--- src/rtl/alu_exec_seq.sv ---
// Execution sequencer around a combinational 32-bit ALU: 32x32 register file, IDLE/READ/EXEC/WB.
// Optional overflow trap (suppresses writeback of overflowing add/sub) enabled by ALU_OVF_TRAP_EN.
module alu_exec_seq (
  input  logic        clk,
  input  logic        rst,
  input  logic        start,
  input  logic [4:0]  rs1,
  input  logic [4:0]  rs2,
  input  logic [4:0]  rd,
  input  logic [2:0]  op,
  output logic        busy,
  output logic        done,
  output logic [31:0] alu_a,
  output logic [31:0] alu_b,
  output logic [2:0]  alu_op,
  input  logic [31:0] alu_f,
  input  logic        alu_zf,
  input  logic        alu_of,
  output logic [31:0] res_q,
  output logic        zf_q,
  output logic        of_q,
  output logic        ovf_trap,
  input  logic        ext_we,
  input  logic [4:0]  ext_waddr,
  input  logic [31:0] ext_wdata,
  input  logic [4:0]  dbg_addr,
  output logic [31:0] dbg_data
);

  typedef enum logic [1:0] {StIdle, StRead, StExec, StWb} state_e;

  state_e      state_q;
  logic [4:0]  rs1_q, rs2_q, rd_q;
  logic [2:0]  op_q;
  logic [31:0] regfile [32];
  logic        wb_suppress;

  assign dbg_data = (dbg_addr == 5'd0) ? 32'd0 : regfile[dbg_addr];

  always_ff @(posedge clk) begin
    if (rst) begin
      state_q <= StIdle;
      rs1_q   <= '0;
      rs2_q   <= '0;
      rd_q    <= '0;
      op_q    <= '0;
      busy    <= 1'b0;
      done    <= 1'b0;
      alu_a   <= '0;
      alu_b   <= '0;
      alu_op  <= '0;
      res_q   <= '0;
      zf_q    <= 1'b0;
      of_q    <= 1'b0;
      for (int i = 0; i < 32; i++) begin
        regfile[i] <= '0;
      end
    end else begin
      done <= 1'b0;
      case (state_q)
        StIdle: begin
          // Host write lands on the accepting edge, so READ sees it.
          if (ext_we && (ext_waddr != 5'd0)) begin
            regfile[ext_waddr] <= ext_wdata;
          end
          if (start) begin
            rs1_q   <= rs1;
            rs2_q   <= rs2;
            rd_q    <= rd;
            op_q    <= op;
            busy    <= 1'b1;
            state_q <= StRead;
          end
        end
        StRead: begin
          alu_a   <= (rs1_q == 5'd0) ? 32'd0 : regfile[rs1_q];
          alu_b   <= (rs2_q == 5'd0) ? 32'd0 : regfile[rs2_q];
          alu_op  <= op_q;
          state_q <= StExec;
        end
        StExec: begin
          res_q   <= alu_f;
          zf_q    <= alu_zf;
          of_q    <= alu_of;
          state_q <= StWb;
        end
        StWb: begin
          if ((rd_q != 5'd0) && !wb_suppress) begin
            regfile[rd_q] <= res_q;
          end
          done    <= 1'b1;
          busy    <= 1'b0;
          state_q <= StIdle;
        end
        default: begin
          busy    <= 1'b0;
          state_q <= StIdle;
        end
      endcase
    end
  end

`ifdef ALU_OVF_TRAP_EN
  assign wb_suppress = ((alu_op == 3'b100) || (alu_op == 3'b101)) && of_q;

  // Sticky until the next accepted start.
  always_ff @(posedge clk) begin
    if (rst) begin
      ovf_trap <= 1'b0;
    end else if ((state_q == StIdle) && start) begin
      ovf_trap <= 1'b0;
    end else if ((state_q == StWb) && wb_suppress) begin
      ovf_trap <= 1'b1;
    end
  end
`else
  assign wb_suppress = 1'b0;
  assign ovf_trap    = 1'b0;
`endif

endmodule
--- config.mk ---
export PLATFORM = sky130hd
export DESIGN_NAME = alu_exec_seq
export DESIGN_NICKNAME = d
export VERILOG_FILES = /design/src/rtl/alu_exec_seq.sv
export SDC_FILE = /design/constraint.sdc
export NUM_CORES = 2
export LEC_CHECK = 0
export ABC_AREA = 0
export CORE_MARGIN = 3
export CORE_UTILIZATION = 45
export CTS_CLUSTER_SIZE = 40
export DETAILED_ROUTE_END_ITERATION = 10
export GPL_TIMING_DRIVEN = 0
export PLACE_DENSITY_LB_ADDON = 0.08
export SLEW_MARGIN = 20
export SYNTH_ARGS = -nofsm -noshare
export SYNTH_HDL_FRONTEND = slang
export SYNTH_SLANG_ARGS = --single-unit
--- constraint.sdc ---
create_clock -name clk -period 12.2 [get_ports clk]
set_clock_uncertainty 0.1 [all_clocks]
set_input_delay 1.83 -clock clk [delete_from_list [all_inputs] [get_ports clk]]
set_output_delay 1.83 -clock clk [all_outputs]
set_load 0.05 [all_outputs]
Yosys cells after proc, flatten, opt, wreduce, memory -nomap -nowiden
Memories as Yosys holds them, arrays and structs flattened. A register that Yosys moved wholly into a read port is not among the register bits.
Index checks and enable logic that the tools add are counted.
{"block": "op_classes", "eq_ne": 4, "muxes": 28, "n_reduce_logical": 12}
{"op": "32-bit two-way mux", "count": 5}
{"op": "32-bit OR reduction", "count": 2}
{"op": "5-bit two-way mux", "count": 6}
{"op": "5-bit logical NOT", "count": 3}
{"op": "1-bit two-way mux", "count": 14}
{"op": "5-bit nonzero test", "count": 2}
{"op": "2-bit case mux with 4 select lines", "count": 1}
{"op": "2-bit == test, second input constant", "count": 2}
{"op": "2-bit AND reduction", "count": 2}
{"op": "2-bit by 1-bit == test with 1-bit output, second input constant", "count": 1}
{"op": "2-bit logical NOT", "count": 1}
{"op": "2-bit two-way mux", "count": 1}
{"op": "2-bit inequality test, second input constant", "count": 1}
{"op": "1-bit case mux with 2 select lines", "count": 1}
{"op": "2-bit nonzero test", "count": 1}
{"op": "1-bit logical AND", "count": 1}
{"block": "totals", "ff_bits": 123, "mem_bits_rw": 1024, "input_bits": 98, "out_inout_bits": 136, "elab_cells": 58, "n_memories": 1}
{"memory": "regfile", "words": 32, "word_bits": 32, "rd": 3, "rd_clocked_by_memory_dff": 2, "wr": 32, "line": "35", "source": "logic [31:0] regfile [32];"}

Longest topological paths before layout
{"block": "depth", "depth_word": 9, "mapped_depth": 10, "depth_no_buf": 7}

Worst setup path after synthesis
No wires, ideal clock.
{"block": "synth_timing", "path_kind": "input to output", "startpoint": "input dbg_addr[0]", "endpoint": "output dbg_data[11]", "arrival_time_ns": 4.267, "required_time_ns": 10.270, "setup_slack_ns": 6.003, "path_stages": 9, "path_buffers": 5, "cell_sequence": "buf_2 > buf_2 > buf_2 > buf_2 > clkbuf_1 > mux2i_1 > nor2_1 > a221oi_1 > a21oi_1"}
{"block": "synth_between", "elab_chain_cells": 2, "elab_cells_between_ends": 3, "cone_classes": "mux: 1; reduce/logical: 1; memory: 1"}
{"item": "start: declaration", "line": "26", "source": "input logic [4:0] dbg_addr,"}
{"item": "memory read 32 x 32 bit / 5-bit logical NOT (equally long branches)"}
{"item": "32-bit two-way mux *", "line": "38", "source": "assign dbg_data = (dbg_addr == 5'd0) ? 32'd0 : regfile[dbg_addr];"}
{"item": "end: declaration", "line": "27", "source": "output logic [31:0] dbg_data"}
Mark *: on every way between the ends. The rest lies on a longest branch, timed or not.

Final worst setup path
{"block": "layout_timing", "startpoint": "input dbg_addr[0]", "endpoint": "output dbg_data[18]"}
Same word-level chain as after synthesis.

==> metrics.txt <==
status=finished clean; final setup violation count=0; Syn Area/Cell=13.1 um2; Crit path required time=10.27 ns; Reg area=33400 um2; hpwl dp=273000 um; Slew Limit Fails=0; commonest cells in the netlist=nor2_1, edfxtp_1, mux4_2, mux2i_1, clkbuf_1; share of the yosys chip area belonging to registers=50.3%; Period minus WS final=9.17 ns; Routed WL=361000 um; io pins=234; initial cell density of the core=45.4%; RSZ-0062 raised after global routing=false; period utilization=75.2%; chip height=390 um; number of setup buffers added after CTS=0; # clock sinks=1157; vias in the first global route=50.7k; clock power share=32.1%; combinational power share=32.9%; Psw=5.27 mW; Setup CP Type=input port to output port; crit path DAT=7.24 ns; cell leakage power=25.5 nW; Max-slew headroom=10.7%; gr ovfl total=0; CTS max path bufs=3; CP most frequent cell=buf_2; routed vias/inst=7.27; area leader, netlist=edfxtp_1; DR vias=54.9k; mapped cell area=66400 um2; cts repair resizes=0; Post-layout nets=5611; combined area of the multi-input logic cells=31300 um2; sw frac=38.6%; hold_ws=0.358 ns; CTS tree=yes; initial antenna violation count=29; top post-synthesis cells by area=edfxtp_1, mux4_2, mux2i_1, nor2_1, dfxtp_1; Seq pwr share=35.1%; total track usage=46.7%; Num CTS Buffers=138; Worst-Skew Late Latency=0.82 ns; 1st-iter DRT viols=10.4k; Crit path max-delay family=buffers and inverters; Die Wd=390 um; CP Launch Type=input port; Pwr Density=177 nW/um2; share of cells above drive strength 1=22.1%; Synth top area share=46.3%; worst-margin pin slew=1.34 ns; Int Pwr=8.38 mW; Worst-path clk slew=0.06 ns; die area=152000 um2; Synth Instances=5073; leading register cell type out of synthesis=edfxtp_1; Ys Warns=0; Fmax=109 MHz; H-tree lvl count=4; CP Capture Type=output port; Post-synth EDFFs=1024; Total Power=13.6 mW; Max Cap Viol=0; hold-fix buffer count after cts=0; worst vdd ir=0.121 mV; IO Port Bufs=227; largest net degree at the start of global routing=33; FILL cells=12.6k; Area Overhead vs Synth=16.0%; routability cong.=1.02; Bufs and invs on worst path=6; Antenna Nets Post-Route=0; Root Buffer=clkbuf_16; #FFs+latches synth=1157; num rows=140; Worst path max stage delay=0.87 ns; first-pass GRT wire length=469000 um; routed len/inst=47.8 um; Final Util=52.7%; final-report hold violation count=0; worst hold path class=flop to flop; setup_tns=0 ns; fraction of registers with async set/reset=0%; count leader, synth=nor2_1; CP max stage cell=clkbuf_1; CP Max Fanout=10; Yosys cell types=59; DRC violations left=0; core footprint=146000 um2; worst-path cell chain=buf_2 -> buf_2 -> buf_2 -> buf_2 -> clkbuf_1 -> mux2i_1 -> nor2_1 -> a221oi_1 -> a21oi_1 -> clkdlybuf4s50_1; DRT Pass-1 Iters=7
## metrics by stage
stage	cell area [um2]	setup WS (ns)	cells
after floorplan	66500	6.00	5105
after global placement	71200	2.89	7249
after detailed placement	72200	3.38	7279
after CTS	76800	3.37	7535
after global routing	77000	3.19	7542
final	77000	3.03	7554
## logic make-up after synthesis
group	after synthesis	synth area share [%]
simple gates	1489	8.93
mux	1287	30.6
flops	1157	50.3
compound gates	606	6.89
buf+inv	529	3.13
fa+ha+maj	4	0.0754
other cells	1	0.00565
## power groups by stage
| stage | logic [mW] | registers, mW | clock network [mW] |
|---|---|---|---|
| floorplan | 2.04 | 4.95 | 0 |
| global placement | 4.14 | 4.85 | 0 |
| detailed placement | 4.19 | 4.84 | 0 |
| CTS | 4.20 | 4.76 | 4.34 |
| global route | 4.43 | 4.80 | 4.49 |
| finish | 4.48 | 4.79 | 4.38 |
## sequential cells by signal, summed over array words and instances (netlist names), named ones only
name / cells
alu_op: 3
op_q: 3
res_q: 32
done: 1
zf_q: 1
state_q: 2
busy: 1
regfile: 1024
rd_q: 5
rs2_q: 5
rs1_q: 5
alu_b: 32
of_q: 1
alu_a: 32
## path summary, 6_finish.rpt
kind                                      startpoint                     end  slack [ns]  cells past startpoint
worst max register to register                  flop  alu_b[18]$_SDFFE_PP0N_        7.14                      7
worst max-delay path                     dbg_addr[0]            dbg_data[18]        3.03                     10
worst min register to register  op_q[0]$_SDFFE_PP0P_    op_q[0]$_SDFFE_PP0P_        0.36                      2
worst min-delay path            op_q[0]$_SDFFE_PP0P_    op_q[0]$_SDFFE_PP0P_        0.36                      2
## worst min-delay path, delay by kind of cell (launching register included)
kind             cells  cell delay [ns]
flip-flops           1             0.31
AO/OA/AOI/OAI        1             0.05
AND/OR/NAND/NOR      1             0.05
## layer usage
layer	global-route usage, %	part of all wire [%]	up-vias
li1	-	-	20641
met1	61.5	37	28148
met2	62.6	40	5240
met3	26.4	18	888
met4	19.6	5.2	24
met5	0.734	0.086	-
## cell usage in the layout (no fill, tap or decap), types with 16 or more instances in the layout
cell	count
a2111oi_0	24
a21oi_1	117
a221oi_1	135
a22o_1	64
a311oi_1	64
buf_1	47
buf_12	16
buf_2	130
clkbuf_1	319
clkbuf_16	141
clkbuf_2	52
clkdlybuf4s50_1	227
clkinv_1	18
clkinv_2	23
conb_1	33
dfxtp_1	133
edfxtp_1	1024
mux2_2	176
mux2i_1	523
mux4_2	576
nand2_1	251
nand2b_1	70
nor2_1	1100
o2111ai_1	40
o21ai_0	60
o221ai_1	32
o22ai_1	25
## area by class of cell
type	count	area share, %
Timing Repair Buffer	264	3.88
Antenna cell	12	0.0390
Inverter	8	0.0390
Sequential cell	1157	43.4
Multi-Input combinational cell	3419	40.6
Clock inverter	81	1.26
Tap cell	1917	3.12
Buffer	521	2.85
Clock buffer	175	4.81
(Power assumes the default switching activity.)
